==> src/rtl/fp_cfg_pkg.sv <==
// Shared floating-point configuration: default field widths, the all-ones exponent
// and the component class encodings used by the power-of-two scaler.
package fp_cfg_pkg;

   localparam int DEF_EXP_W = 8;
   localparam int DEF_MAN_W = 23;

   function automatic int exp_all_ones(input int w);
      return (1 << w) - 1;
   endfunction

   localparam int EXP_MAX = exp_all_ones(DEF_EXP_W);

   typedef enum logic [1:0] {
      CLS_ZERO = 2'd0,
      CLS_NORM = 2'd1,
      CLS_SPEC = 2'd2
   } fp_cls_e;

endpackage

==> src/rtl/fp_pow2_lane.sv <==
// Combinational per-component logic: classify an exponent and form the shifted
// exponent sum, and pack a registered component into its scaled result.
module fp_pow2_lane
   import fp_cfg_pkg::*;
#(
   parameter int EXP_W   = DEF_EXP_W,
   parameter int MAN_W   = DEF_MAN_W,
   parameter int SHIFT_W = 5
)
(
   input  logic                       [EXP_W-1:0]   exp_field,
   input  logic signed                [SHIFT_W-1:0] shift,
   output fp_cls_e                                  cls,
   output logic signed                [EXP_W+1:0]   e_sum,
   input  logic                                     reg_sign,
   input  logic                       [EXP_W-1:0]   reg_exp,
   input  logic                       [MAN_W-1:0]   reg_man,
   input  fp_cls_e                                  reg_cls,
   input  logic signed                [EXP_W+1:0]   reg_e_sum,
   output logic                       [EXP_W+MAN_W:0] result,
   output logic                                     ovf,
   output logic                                     unf
);

   localparam int ESUM_W = EXP_W + 2;
   localparam logic signed [ESUM_W-1:0] E_MAX = ESUM_W'(exp_all_ones(EXP_W));

   always_comb begin
      cls   = CLS_NORM;
      e_sum = $signed({2'b00, exp_field}) + ESUM_W'(shift);
      if (exp_field == '0) begin
         cls = CLS_ZERO;
      end else if (exp_field == '1) begin
         cls = CLS_SPEC;
      end
   end

   // Zero class also swallows denormals; no denormal results are ever produced.
   always_comb begin
      result = {reg_sign, reg_exp, reg_man};
      ovf    = 1'b0;
      unf    = 1'b0;
      case (reg_cls)
         CLS_ZERO: result = {reg_sign, {(EXP_W+MAN_W){1'b0}}};
         CLS_SPEC: result = {reg_sign, reg_exp, reg_man};
         default: begin
            if (reg_e_sum >= E_MAX) begin
               result = {reg_sign, {EXP_W{1'b1}}, {MAN_W{1'b0}}};
               ovf    = 1'b1;
            end else if (reg_e_sum <= 0) begin
               result = {reg_sign, {(EXP_W+MAN_W){1'b0}}};
               unf    = 1'b1;
            end else begin
               result = {reg_sign, reg_e_sum[EXP_W-1:0], reg_man};
            end
         end
      endcase
   end

endmodule

==> src/rtl/cplx_fp_pow2_scale.sv <==
// Two-stage valid/ready complex scaler: multiplies both IEEE-754 components by
// 2^shift through exponent arithmetic, with sticky overflow/underflow flags.
module cplx_fp_pow2_scale
   import fp_cfg_pkg::*;
#(
   parameter int EXP_W   = DEF_EXP_W,
   parameter int MAN_W   = DEF_MAN_W,
   parameter int SHIFT_W = 5,
   localparam int FP_W   = 1 + EXP_W + MAN_W
)
(
   input  logic                      clk,
   input  logic                      rst,
   input  logic                      in_valid,
   output logic                      in_ready,
   input  logic [FP_W-1:0]           in_re,
   input  logic [FP_W-1:0]           in_img,
   input  logic signed [SHIFT_W-1:0] in_shift,
   output logic                      out_valid,
   input  logic                      out_ready,
   output logic [FP_W-1:0]           out_re,
   output logic [FP_W-1:0]           out_img,
   output logic                      ovf_flag,
   output logic                      unf_flag,
   input  logic                      flag_clr
);

   logic                     en;
   logic                     xfer;
   logic [FP_W-1:0]          comp_in   [2];
   fp_cls_e                  cls_now   [2];
   logic signed [EXP_W+1:0]  e_sum_now [2];
   logic [FP_W-1:0]          result    [2];
   logic [1:0]               ovf_now;
   logic [1:0]               unf_now;

   logic                     s1_valid;
   logic                     s1_sign   [2];
   logic [EXP_W-1:0]         s1_exp    [2];
   logic [MAN_W-1:0]         s1_man    [2];
   fp_cls_e                  s1_cls    [2];
   logic signed [EXP_W+1:0]  s1_e_sum  [2];
   logic                     s2_ovf;
   logic                     s2_unf;

   assign en         = ~out_valid | out_ready;
   assign in_ready   = en;
   assign xfer       = out_valid & out_ready;
   assign comp_in[0] = in_re;
   assign comp_in[1] = in_img;

   for (genvar c = 0; c < 2; c++) begin : g_lane
      fp_pow2_lane #(
         .EXP_W   (EXP_W),
         .MAN_W   (MAN_W),
         .SHIFT_W (SHIFT_W)
      ) u_lane (
         .exp_field (comp_in[c][FP_W-2:MAN_W]),
         .shift     (in_shift),
         .cls       (cls_now[c]),
         .e_sum     (e_sum_now[c]),
         .reg_sign  (s1_sign[c]),
         .reg_exp   (s1_exp[c]),
         .reg_man   (s1_man[c]),
         .reg_cls   (s1_cls[c]),
         .reg_e_sum (s1_e_sum[c]),
         .result    (result[c]),
         .ovf       (ovf_now[c]),
         .unf       (unf_now[c])
      );
   end

   // Both stages advance together; a stalled output freezes the whole pipe.
   always_ff @(posedge clk) begin
      if (rst) begin
         s1_valid  <= 1'b0;
         out_valid <= 1'b0;
         out_re    <= '0;
         out_img   <= '0;
         s2_ovf    <= 1'b0;
         s2_unf    <= 1'b0;
         for (int c = 0; c < 2; c++) begin
            s1_sign[c]  <= 1'b0;
            s1_exp[c]   <= '0;
            s1_man[c]   <= '0;
            s1_cls[c]   <= CLS_ZERO;
            s1_e_sum[c] <= '0;
         end
      end else if (en) begin
         s1_valid  <= in_valid;
         out_valid <= s1_valid;
         out_re    <= result[0];
         out_img   <= result[1];
         s2_ovf    <= s1_valid & (|ovf_now);
         s2_unf    <= s1_valid & (|unf_now);
         for (int c = 0; c < 2; c++) begin
            s1_sign[c]  <= comp_in[c][FP_W-1];
            s1_exp[c]   <= comp_in[c][FP_W-2:MAN_W];
            s1_man[c]   <= comp_in[c][MAN_W-1:0];
            s1_cls[c]   <= cls_now[c];
            s1_e_sum[c] <= e_sum_now[c];
         end
      end
   end

   // A flag event on the output transfer cycle beats a simultaneous clear.
   always_ff @(posedge clk) begin
      if (rst) begin
         ovf_flag <= 1'b0;
         unf_flag <= 1'b0;
      end else begin
         ovf_flag <= (xfer & s2_ovf) | (ovf_flag & ~flag_clr);
         unf_flag <= (xfer & s2_unf) | (unf_flag & ~flag_clr);
      end
   end

endmodule

==> config.mk <==
export PLATFORM = sky130hd
export DESIGN_NAME = cplx_fp_pow2_scale
export DESIGN_NICKNAME = d
export VERILOG_FILES = /design/src/rtl/fp_cfg_pkg.sv /design/src/rtl/fp_pow2_lane.sv /design/src/rtl/cplx_fp_pow2_scale.sv
export SDC_FILE = /design/constraint.sdc
export NUM_CORES = 1
export LEC_CHECK = 0
export CAP_MARGIN = 10
export CELL_PAD_IN_SITES_DETAIL_PLACEMENT = 1
export CELL_PAD_IN_SITES_GLOBAL_PLACEMENT = 1
export CORE_UTILIZATION = 43
export DETAILED_ROUTE_END_ITERATION = 6
export MAX_ROUTING_LAYER = met4
export PLACE_DENSITY_LB_ADDON = 0.15
export SETUP_SLACK_MARGIN = 0.3
export SKIP_LAST_GASP = 1
export SYNTH_ARGS = -nofsm -noshare
export SYNTH_HDL_FRONTEND = slang
export SYNTH_SLANG_ARGS = --single-unit
==> constraint.sdc <==
create_clock -name clk -period 4.9 [get_ports clk]
set_input_delay 0.49 -clock clk [delete_from_list [all_inputs] [get_ports clk]]
set_output_delay 0.49 -clock clk [all_outputs]
set_load 0.03 [all_outputs]
==> impl_metrics.py <==
metrics = {
    "place": {
        "port_buffers": 141,
        "place_hpwl_mm": 12.5,
        "gp_congestion": 0.806,
        "placed_area_um2": 8390,
    },
    "floorplanning": {
        "die_y_um": 128,
        "fp.dieW_um": 128,
        "initial_core_util": 0.443,
        "die_area_um2": 16300,
        "core_area_um2": 15300,
        "num_rows": 45,
        "io_pins": 142,
    },
    "power_and_ir_drop": {
        "power.leakage_nw": 3.36,
        "max-vdd-ir-drop_uv": 251,
        "p_per_area_nw_per_um2": 366,
        "pwr-share-seq": 0.472,
        "pwr-share-clk": 0.395,
        "switching_power_mw": 0.828,
        "swShare": 0.252,
        "power_frac_comb": 0.133,
        "p_int_mw": 2.46,
    },
    "cells_and_area": {
        "areaGrowthSynthToFinish_pct": 32.4,
        "n_fill_cell": 1617,
        "fin_nets": 813,
        "fin_area_um2": 8980,
        "final_layout_size_suffix_gt1_frac": 0.0915,
    },
    "timing": {
        "fin_crit_sh": 0.625,
        "max_freq_ghz": 0.326,
        "hold_viol": 0,
        "setup-tns-final_ns": 0,
        "setup_viol": 0,
        "tightest_slew_ns": 1.11,
        "period_minus_slack_ns": 3.06,
        "rsz0062_at_grt": "no",
        "maxSlewHeadroom": 0.257,
        "finalClockSkew_ns": 0.0173,
        "slew_viol_final": 0,
    },
    "status": {
        "status": "completed",
    },
    "clock_network": {
        "cts_tree": "yes",
        "holdBufCountCts": 0,
        "cts_resized": 0,
        "h-tree-depth": 4,
        "clockBufferDepth": 2,
        "post_cts_buffers": 0,
        "root_buffer": "clkbuf_16",
        "path_clk_slew_ns": 0.06,
        "cts_made_buffers": 17,
        "cts_sinks": 158,
        "clkLatencyLatePin_ns": 0.44,
    },
    "worst_setup_path": {
        "cp.arrival_ns": 3.43,
        "cp-end-kind": "flip-flop",
        "worstPathRequired_ns": 5.26,
        "cp_max_fo": 37,
        "startpoint_type": "primary input",
        "reg2reg_setup_slack_ns": 2.04,
        "crit_type": "in2reg",
        "critPathLaunch": "out_ready",
        "timing.rr.start": "out_valid$_SDFFE_PP0N_",
    },
    "min_path": {
        "hold_start": "out_re[12]$_SDFFE_PP0N_",
        "hold_class": "reg2reg",
    },
    "grt": {
        "grt_pass1_vias": 5374,
        "grt_max_degree": 56,
        "overflow": 0,
        "grt_pass1_wl_mm": 28.5,
        "gr-usage-all-layers": 0.241,
        "antenna_found_initial": 1,
    },
    "route": {
        "via_per_inst": 5.44,
        "drc": 0,
        "wl_per_cell_um": 19.1,
        "routed_wl_mm": 18.1,
        "dr.pass1.iters": 4,
        "via_count": 5136,
        "ant_nets": 0,
        "drt_iter0_drc": 246,
    },
    "yosys": {
        "synth_seq_area_share": 0.596,
        "synthFlopType": "edfxtp_1",
        "syn-num-nets": 680,
        "synth_edf_count": 88,
        "netlist_instances": 586,
        "netlist_area_um2": 6790,
        "synth.yosys.warnings": 0,
        "syn_avg_cell_area_um2": 11.6,
        "yosys.area.top_type": "edfxtp_1",
        "ys_top_cells_by_area": "edfxtp_1 39%, dfxtp_1 21%, and2_1 6.4%, ha_1 3.3%, a22o_1 3.0%",
        "ys_ff_latch": 158,
        "async_reset_ff_frac": 0,
        "synth_top_area_share": 0.389,
        "synth.distinct_cells": 53,
    },
    "run": {
        "cap_violations": 0,
    },
}
==> final timing paths <==
kind,to,cells past startpoint
setup reg to reg,out_img[0]$_SDFFE_PP0N_,6
hold / removal,out_re[12]$_SDFFE_PP0N_,2
setup / recovery,out_img[0]$_SDFFE_PP0N_,7
hold reg to reg,out_re[12]$_SDFFE_PP0N_,2
==> metal layers <==
| metal | share of wire | up-vias | global-route usage |
|---|---|---|---|
| li1 | - | 2421 | - |
| met1 | 0.41 | 2559 | 0.272 |
| met2 | 0.53 | 134 | 0.415 |
| met3 | 0.047 | 22 | 0.0436 |
| met4 | 0.016 | 0 | 0.113 |
| met5 | 0 | - | - |
==> cells by family after synthesis <==
kind of cell / share of synthesized area
buf+inv: 0.0304
mux: 0.00295
xor+xnor: 0.0103
compound gates: 0.138
flops: 0.596
fa+ha+maj: 0.0391
simple gates: 0.183
==> layout by cell type, fill, tap and decap left out, drive strengths merged, types with 5 or more instances in the layout <==
cell type,instances
edfxtp,88
nor3,7
o22ai,11
dfxtp,70
a21oi,34
and2,69
a22o,23
o21ai,10
clkinv,6
clkdlybuf4s50,140
nand2,47
ha,18
nand3,26
clkbuf,21
xnor2,5
a32oi,7
a221o,6
buf,7
inv,15
nor2,44
nor2b,5
a211oi,11
nor4,7
nand4,6
==> power groups by stage <==
stage               Combinational [mW]  Clock [mW]  Sequential, mW
global route                     0.475        1.38            1.56
global placement                 0.420           0            1.57
floorplan                        0.212           0            1.61
detailed placement               0.437           0            1.58
CTS                              0.442        1.33            1.55
finish                           0.437        1.30            1.55
==> Yosys cell counts (all sizes together) (3+ instances only) <==
| cell | instances |
|---|---|
| a21oi | 34 |
| nor2b | 5 |
| nand2 | 47 |
| nand3 | 26 |
| dfxtp | 70 |
| a211oi | 11 |
| a221o | 6 |
| edfxtp | 88 |
| ha | 18 |
| nor2 | 44 |
| and2 | 69 |
| a31oi | 3 |
| inv | 13 |
| buf | 15 |
| a32oi | 7 |
| a22o | 23 |
| xnor2 | 5 |
| nand2b | 3 |
| xor2 | 3 |
| o21a | 4 |
| nor3 | 7 |
| nand4 | 6 |
| o21bai | 4 |
| o22ai | 11 |
| nor4 | 7 |
| a22oi | 4 |
| o21ai | 10 |
| clkbuf | 18 |
==> worst max-delay path: stages <==
cell and delay (ns):
clkdlybuf4s50_1 0.58, nor2b_4 0.06, buf_4 0.27, inv_2 0.24
nand2b_1 0.49, a21oi_2 1.01, a22o_1 0.26
==> state kept, by name, indices dropped and copies added, names as in the netlist <==
register and flops:
s1_man 46, out_img 32, out_re 32, s1_e_sum 20
s1_exp 16, s1_cls 4, s1_sign 2, out_valid 1
ovf_flag 1, s1_valid 1, s2_ovf 1, s2_unf 1
unf_flag 1
==> area by class of cell <==
type                            count  area, um^2  share of cell area
Tap cell                          211         264              0.0294
Multi-Input combinational cell    382        2560               0.286
Sequential cell                   158        4040               0.450
Inverter                           13        50.0             0.00557
Clock buffer                       21         493              0.0549
Antenna cell                        1        2.50            0.000279
Timing Repair Buffer              147        1460               0.163
Clock inverter                     11         101              0.0113
==> per-stage QoR <==
step	std cells	setup WS [ns]	util	total power, mW	hold slack (ns)
2_1_floorplan	586	1.64	-	1.82	0.415
3_3_place_gp	911	1.56	0.548	1.99	0.437
3_5_place_dp	911	1.37	0.548	2.01	0.449
4_1_cts	943	1.84	0.586	3.33	0.462
5_1_grt	944	1.69	0.587	3.42	0.478
6_report	944	1.84	0.587	3.29	0.457
Power figures use the tool's default switching activity.
